[config.mk]
export PLATFORM = sky130hd
export DESIGN_NAME = pc_counter
export DESIGN_NICKNAME = d
export VERILOG_FILES = /design/src/rtl/pc_counter.sv
export SDC_FILE = /design/constraint.sdc
export NUM_CORES = 1
export LEC_CHECK = 0
export CORE_AREA = 5 5 66 68
export DETAILED_ROUTE_END_ITERATION = 6
export DIE_AREA = 0 0 71 73
export PLACE_DENSITY_LB_ADDON = 0.08
export SYNTH_ARGS = -nofsm -noshare
export SYNTH_HDL_FRONTEND = slang
export SYNTH_SLANG_ARGS = --single-unit
[constraint.sdc]
create_clock -name clk -period 2.2 [get_ports clk]
set_input_delay 0.66 -clock clk [delete_from_list [all_inputs] [get_ports clk]]
set_output_delay 0.66 -clock clk [all_outputs]
set_load 0.005 [all_outputs]
[src/rtl/pc_counter.sv]
// Program-counter register: hold, increment by STEP, absolute load with link capture,
// or signed relative branch, with complemented copy and a one-cycle wrap pulse.
module pc_counter #(
   parameter int unsigned     WIDTH     = 8,
   parameter int unsigned     STEP      = 1,
   parameter logic [WIDTH-1:0] RESET_VAL = '0
) (
   input  logic             clk,
   input  logic             rst,
   input  logic             en,
   input  logic [1:0]       mode,
   input  logic [WIDTH-1:0] d,
   output logic [WIDTH-1:0] q,
   output logic [WIDTH-1:0] nq,
   output logic [WIDTH-1:0] link,
   output logic             wrap
);

   localparam int unsigned SUM_W = WIDTH + 1;

   typedef enum logic [1:0] {
      MODE_HOLD = 2'b00,
      MODE_INC  = 2'b01,
      MODE_LOAD = 2'b10,
      MODE_REL  = 2'b11
   } mode_e;

   logic [WIDTH-1:0] q_q, q_d;
   logic [WIDTH-1:0] nq_q, nq_d;
   logic [WIDTH-1:0] link_q, link_d;
   logic             wrap_q, wrap_d;
   logic [SUM_W-1:0] inc_sum;
   logic [SUM_W-1:0] rel_sum;

   // With the offset sign-extended into the extra bit, bit WIDTH of the sum is set
   // exactly when the true result falls outside 0..2^WIDTH-1, for either sign of d.
   assign inc_sum = {1'b0, q_q} + SUM_W'(STEP);
   assign rel_sum = {1'b0, q_q} + {d[WIDTH-1], d};

   always_comb begin
      q_d    = q_q;
      link_d = link_q;
      wrap_d = 1'b0;
      if (en) begin
         unique case (mode_e'(mode))
            MODE_HOLD: q_d = q_q;
            MODE_INC: begin
               q_d    = inc_sum[WIDTH-1:0];
               wrap_d = inc_sum[WIDTH];
            end
            MODE_LOAD: begin
               q_d    = d;
               link_d = inc_sum[WIDTH-1:0];
            end
            MODE_REL: begin
               q_d    = rel_sum[WIDTH-1:0];
               wrap_d = rel_sum[WIDTH];
            end
            default: q_d = q_q;
         endcase
      end
      nq_d = ~q_d;
   end

   always_ff @(posedge clk or posedge rst) begin
      if (rst) begin
         q_q    <= RESET_VAL;
         nq_q   <= ~RESET_VAL;
         link_q <= '0;
         wrap_q <= 1'b0;
      end else begin
         q_q    <= q_d;
         nq_q   <= nq_d;
         link_q <= link_d;
         wrap_q <= wrap_d;
      end
   end

   assign q    = q_q;
   assign nq   = nq_q;
   assign link = link_q;
   assign wrap = wrap_q;

endmodule

==> results of run 1 <==
## final cells by class
type | count | area, um^2 | share of cell area
timing repair buffer | 67 | 588 | 0.253
sequential | 25 | 636 | 0.273
clock buffer | 4 | 45.0 | 0.0194
tap | 50 | 62.6 | 0.0269
inverter | 10 | 37.5 | 0.0161
multi-input combinational | 129 | 957 | 0.412
## path summary, 6_finish.rpt
check,slack (ps),to
min in group asynchronous,740,link[6]
max reg2reg,150,flip-flop
max,40,flip-flop
max in group asynchronous,1160,nq[2]
min reg2reg,480,link[7]
min,480,link[7]
## synth_stat cells, types with 4 or more instances
cell type	instances	area, um^2
o21bai_1	4	30.0
xnor2_1	8	70.1
nor2_1	9	33.8
o21ai_0	13	65.1
a21o_1	4	30.0
dfstp_2	8	210
ha_1	9	113
dfrtp_1	17	425
clkbuf_1	4	15.0
a21oi_1	9	45.0
nand2_1	16	60.1
nand3_1	6	30.0
a221oi_1	4	35.0
inv_1	10	37.5
## per-layer routing
| metal | part of all wire | global-route usage | vias to the layer above |
|---|---|---|---|
| met5 | 0 | 0 | - |
| met2 | 0.47 | 0.299 | 65 |
| met1 | 0.44 | 0.219 | 718 |
| li1 | - | - | 752 |
| met4 | 0.025 | 0.0668 | 0 |
| met3 | 0.063 | 0.0234 | 10 |
## per-stage QoR
step           power (W)  hold slack (ps)  setup WS (ps)
3_3_place_gp     0.00193              461           -580
3_5_place_dp     0.00197              471           -621
2_1_floorplan    0.00137              473           2.20
4_1_cts          0.00226              490          0.471
6_report         0.00227              483           40.3
5_1_grt          0.00244              524          -17.4
## cell families (layout without fill, tap and decap cells)
family / Yosys count / after routing / synth area share
fa+ha+maj: 10 / 10 / 0.0824
buf+inv: 19 / 81 / 0.0489
mux: 4 / 4 / 0.0264
compound gates: 57 / 57 / 0.242
simple gates: 47 / 47 / 0.146
xor+xnor: 11 / 11 / 0.0598
flops: 25 / 25 / 0.395
## where the power goes
part / switching [W] / leakage [nW] / internal (W)
clock network: 0.000141 / 0.0228 / 0.000130
logic: 0.000505 / 0.693 / 0.000712
registers: 0.000144 / 0.290 / 0.000637
## what timing repair did
item                       4_1_cts  5_1_grt
pin swaps                        6        6
setup endpoints to repair       13        8
gates resized for setup          8        5
buffers inserted                 0        1
## worst register-to-register path, delay by kind of cell (launching register included)
| kind | cells | cell delay, ps |
|---|---|---|
| adder cells (fa/ha/maj) | 2 | 580 |
| AO/OA/AOI/OAI | 4 | 670 |
| flip-flops | 1 | 420 |
| multiplexers | 1 | 240 |
==> reports/summary.txt, run 1 <==
status = finished, final reports clean
WP buf/inv = 1
Slew HR = 0.741
CP max stage delay = 430 ps
commonest register cell after synthesis = dfrtp_1
Max VDD drop = 0.000476 V
Post-synth EDFFs = 0
die height = 73 um
Top Ports = 38
Die X = 71 um
final hold violation count = 0
total of max-cap violations = 0
sequential area share after synthesis = 0.395
largest net degree at the start of global routing = 26
worst r2r src = q[0]
synthesized area per cell = 9.31 um^2
first-pass GRT wire length = 7140 um
Mapped Nets = 196
DR vias = 1,545
CTS tree = done
f_max = 0.463 GHz
Hold Startpoint = link[7]
most common cell after layout, fill and taps aside = clkdlybuf4s50_1
Synth Cell Area = 1610 um^2
Die ar. = 5180 um^2
fin crit period = 2160 ps
CTS Buf Count = 3
Clock Latency Late Sink = 270 ps
Async SR Flop Fraction = 1.00
port bufs = 37
Worst EP arrival = 2320 ps
grt ovf = 0
Worst path top cell family by delay = compound AO/OA/AOI/OAI gates
measured slew at the worst slew-check pin = 388 ps
Slew Limit Fails = 0
slowest CP cell = clkdlybuf4s50_1
final net count = 259
Worst EP required = 2360 ps
hold path depth = 2
Hold WC Path Type = flip-flop to flip-flop
initial antenna violation count = 0
DP Cell Count = 280
vias in the first global route = 1,571
Core Footprint = 3800 um^2
post-DP HPWL = 3320 um
average routed wire per standard cell = 14.7 um
CTS clk-pin slew, worst paths = 80 ps
Vias per Instance = 5.42
CTS HTree Levels = 1
Final period util = 0.982
commonest non-fill, non-tap cells in the layout = 34 x clkdlybuf4s50_1, 30 x buf_4, 17 x dfrtp_1
clock sinks = 25
initial cell density of the core = 0.424
area delta synth->final = 44.4%
final setup TNS = 0 ps
WP depth = 7
Setup violations, final = 0
library cells used by synthesis = 47
CP startpoint = d[4]
1st-pass router iterations = 4
DRC Markers = 0
final wirelength = 4190 um
Layout Skew = 1.69 ps
hold_buf cts = 0
filler cell count in the final layout = 362
Pwr per Cell Area = 976 nW/um^2
Crit Path Category = input pin to flip-flop
diode count = 0
GP Congestion = 0.851
num rows = 23
First DRT Iteration DRCs = 75
fin area = 2330 um^2
all-layer global routing usage = 0.173
Critical Path End Type = flip-flop
Synth Instances = 173
CP Cell Sequence = clkdlybuf4s50_1 -> ha_1 -> a21oi_1 -> o21bai_1 -> a221oi_2 -> xnor2_1 -> o21a_1
Seq cells post-synth = 25
Clock Tree Buf Depth = 2
Final Util = 0.612
Leak Pwr = 1.01 nW
CTS root buf = clkbuf_8
placed cell area = 2240 um^2
R2R cell count = 7
Antenna Violating Nets Remaining = 0
share of post-route cells with drive strength above 1 = 0.247
RSZ-0062 raised after global routing = true
CP Max Fanout = 4
Non-Filler Instances = 285
Worst Setup Start Kind = input pin
Synth Warn # = 0
Power figures use the tool's default switching activity.
==> run 2: changes to the inputs <==
Settings changed: SLEW_MARGIN from default to 20.
==> results of run 2 <==
No change in the layout: final DEF, timing and power equal those of run 1.
==> run 3: changes to the inputs <==
Settings changed: CORE_AREA 5 5 66 68 to 5 5 64 66, DIE_AREA 0 0 71 73 to 0 0 69 71, TNS_END_PERCENT from default to 50.
Clock period 2.2 ns to 2.3 ns, I/O delays scaled along.
==> reports/summary.txt, run 3 (synthesized netlist as in run 1, its figures left out) <==
final setup TNS = 0 ps (unchanged)
Leak Pwr = 0.990 nW (-1.6%)
Top Ports = 38 (unchanged)
DP Cell Count = 277 (-1.1%)
first-pass GRT wire length = 6910 um (-3.3%)
port bufs = 37 (unchanged)
CP Cell Sequence = dlygate4sd2_1 -> ha_2 -> fa_2 -> a21o_1 -> a21o_1 -> xor2_1 -> mux2i_1 -> a221o_1
cell mode on critical path = a21o_1
grt ovf = 0 (unchanged)
RSZ-0062 raised after global routing = true
Reg2Reg Capture Point = nq[4]
Flop pwr share = 0.357 (+0.013)
status = finished, final reports clean
fin crit period = 2250 ps
Setup violations, final = 0 (unchanged)
CTS HTree Levels = 1 (unchanged)
CP startpoint = d[0]
Critical Path End Type = flip-flop
Pwr per Cell Area = 914 nW/um^2 (-6.4%)
worst r2r src = q[0]
DRC Markers = 0 (unchanged)
Die X = 69 um (-2.8%)
CTS clk-pin slew, worst paths = 140 ps (+60 ps)
CP endpoint = nq[4]
Worst EP required = 2560 ps (+200 ps)
flop2flop setup slack = 230 ps (+80 ps)
final net count = 257 (-0.77%)
Worst Setup Start Kind = input pin
fin area = 2270 um^2 (-2.3%)
NetSw = 0.000747 W (-5.5%)
f_max = 0.445 GHz
clock sinks = 25 (unchanged)
CTS Buf Count = 3 (unchanged)
CP Max Fanout = 3 (-1)
placed cell area = 2220 um^2 (-1.3%)
vias in the first global route = 1,532 (-2.5%)
R2R cell count = 7 (unchanged)
Comb power frac = 0.545 (+0.009)
Core Footprint = 3520 um^2 (-7.2%)
total of max-cap violations = 0 (unchanged)
CP max stage delay = 370 ps (-60 ps)
measured slew at the worst slew-check pin = 358 ps (-30.2 ps)
Clock Tree Buf Depth = 2 (unchanged)
Switching Fraction = 0.360 (+0.0112)
Max VDD drop = 0.000426 V (-11%)
Antenna Violating Nets Remaining = 0 (unchanged)
hold_buf cts = 0 (unchanged)
Non-Filler Instances = 281 (-1.4%)
DR vias = 1,522 (-1.5%)
area delta synth->final = 41.2%
Die ar. = 4900 um^2 (-5.5%)
largest net degree at the start of global routing = 26 (unchanged)
Layout Skew = 6.96 ps (+5.27 ps)
First DRT Iteration DRCs = 43 (-43%)
share of post-route cells with drive strength above 1 = 0.227 (-0.0193)
most common cell after layout, fill and taps aside = clkdlybuf4s50_1
internal power = 0.00133 W (-10%)
CTS root buf = clkbuf_4
GP Congestion = 0.907 (+6.6%)
initial antenna violation count = 0 (unchanged)
Worst EP arrival = 2500 ps (+180 ps)
commonest non-fill, non-tap cells in the layout = 35 x clkdlybuf4s50_1, 28 x buf_4, 17 x dfrtp_1
final wirelength = 4050 um (-3.3%)
average routed wire per standard cell = 14.4 um (-1.9%)
all-layer global routing usage = 0.170 (-0.00297)
die height = 71 um (-2.7%)
Final period util = 0.977
number of setup buffers added after CTS = 0 (unchanged)
clock power share = 0.098 (-0.021)
slowest CP cell = a221o_1
Slew HR = 0.761 (+0.0201)
Clock Latency Late Sink = 320 ps (+50 ps)
Crit Path Category = input pin to flip-flop
final hold violation count = 0 (unchanged)
initial cell density of the core = 0.457 (+0.0331)
Hold Startpoint = link[7]
post-DP HPWL = 3190 um (-4.1%)
Slew Limit Fails = 0 (unchanged)
1st-pass router iterations = 4 (unchanged)
CTS tree = done
Vias per Instance = 5.42 (about the same)
Hold WC Path Type = flip-flop to flip-flop
diode count = 0 (unchanged)
num rows = 22 (-4.3%)
[run 3: critical path: cells and delay by family]
family,cells,cell delay [ps]
buffers and inverters,1,250
AOI/OAI and AO/OA,3,760
adders and majority gates,2,520
muxes,1,140
xor gates and xnor gates,1,150
[run 3: metrics by stage]
stage / setup slack [ps] / total power, W / utilization / hold WS, ps
floorplan: -0.512 / 0.00130 / - / 473
global placement: -505 / 0.00181 / 0.629 / 460
detailed placement: -526 / 0.00185 / 0.629 / 469
CTS: 77.2 / 0.00207 / 0.640 / 501
global route: -7.35 / 0.00224 / 0.645 / 543
finish: 53.4 / 0.00208 / 0.645 / 492
[run 3: repair_timing]
item / in CTS / in global routing
resized for setup: 5 / 3
setup endpoints to repair: 10 / 6
pin swaps: 4 / 1
[run 3: power groups by stage]
stage          Combinational, W  Sequential (W)  Clock [W]
2_1_floorplan          0.000562        0.000735          0
3_3_place_gp            0.00107        0.000741          0
3_5_place_dp            0.00110        0.000747          0
4_1_cts                 0.00112        0.000737   0.000209
5_1_grt                 0.00124        0.000766   0.000234
6_report                0.00113        0.000741   0.000203
[run 3: worst min-delay path by stage]
stage / end / slack [ps] / depth (start not counted)
2_1_floorplan: link[3] / 470 / 2
3_3_place_gp: link[7] / 460 / 2
3_5_place_dp: link[6] / 470 / 2
4_1_cts: link[6] / 500 / 2
5_1_grt: link[2] / 540 / 2
6_report: link[7] / 490 / 2
[run 3: area by class of cell]
| class | instances | area, um^2 |
|---|---|---|
| clock inverter | 1 | 5.00 |
| tap | 48 | 60.1 |
| timing repair buffer | 65 | 578 |
| inverter | 10 | 37.5 |
| sequential | 25 | 636 |
| fill | 327 | 1250 |
| clock buffer | 3 | 22.5 |
| multi-input combinational | 129 | 935 |
[run 3: routing by layer]
| layer | routed length, um | global-route usage |
|---|---|---|
| met1 | 1840 | 0.213 |
| met2 | 1930 | 0.294 |
| met3 | 215 | 0.0284 |
| met4 | 64 | 0.0586 |
| met5 | 0 | 0 |
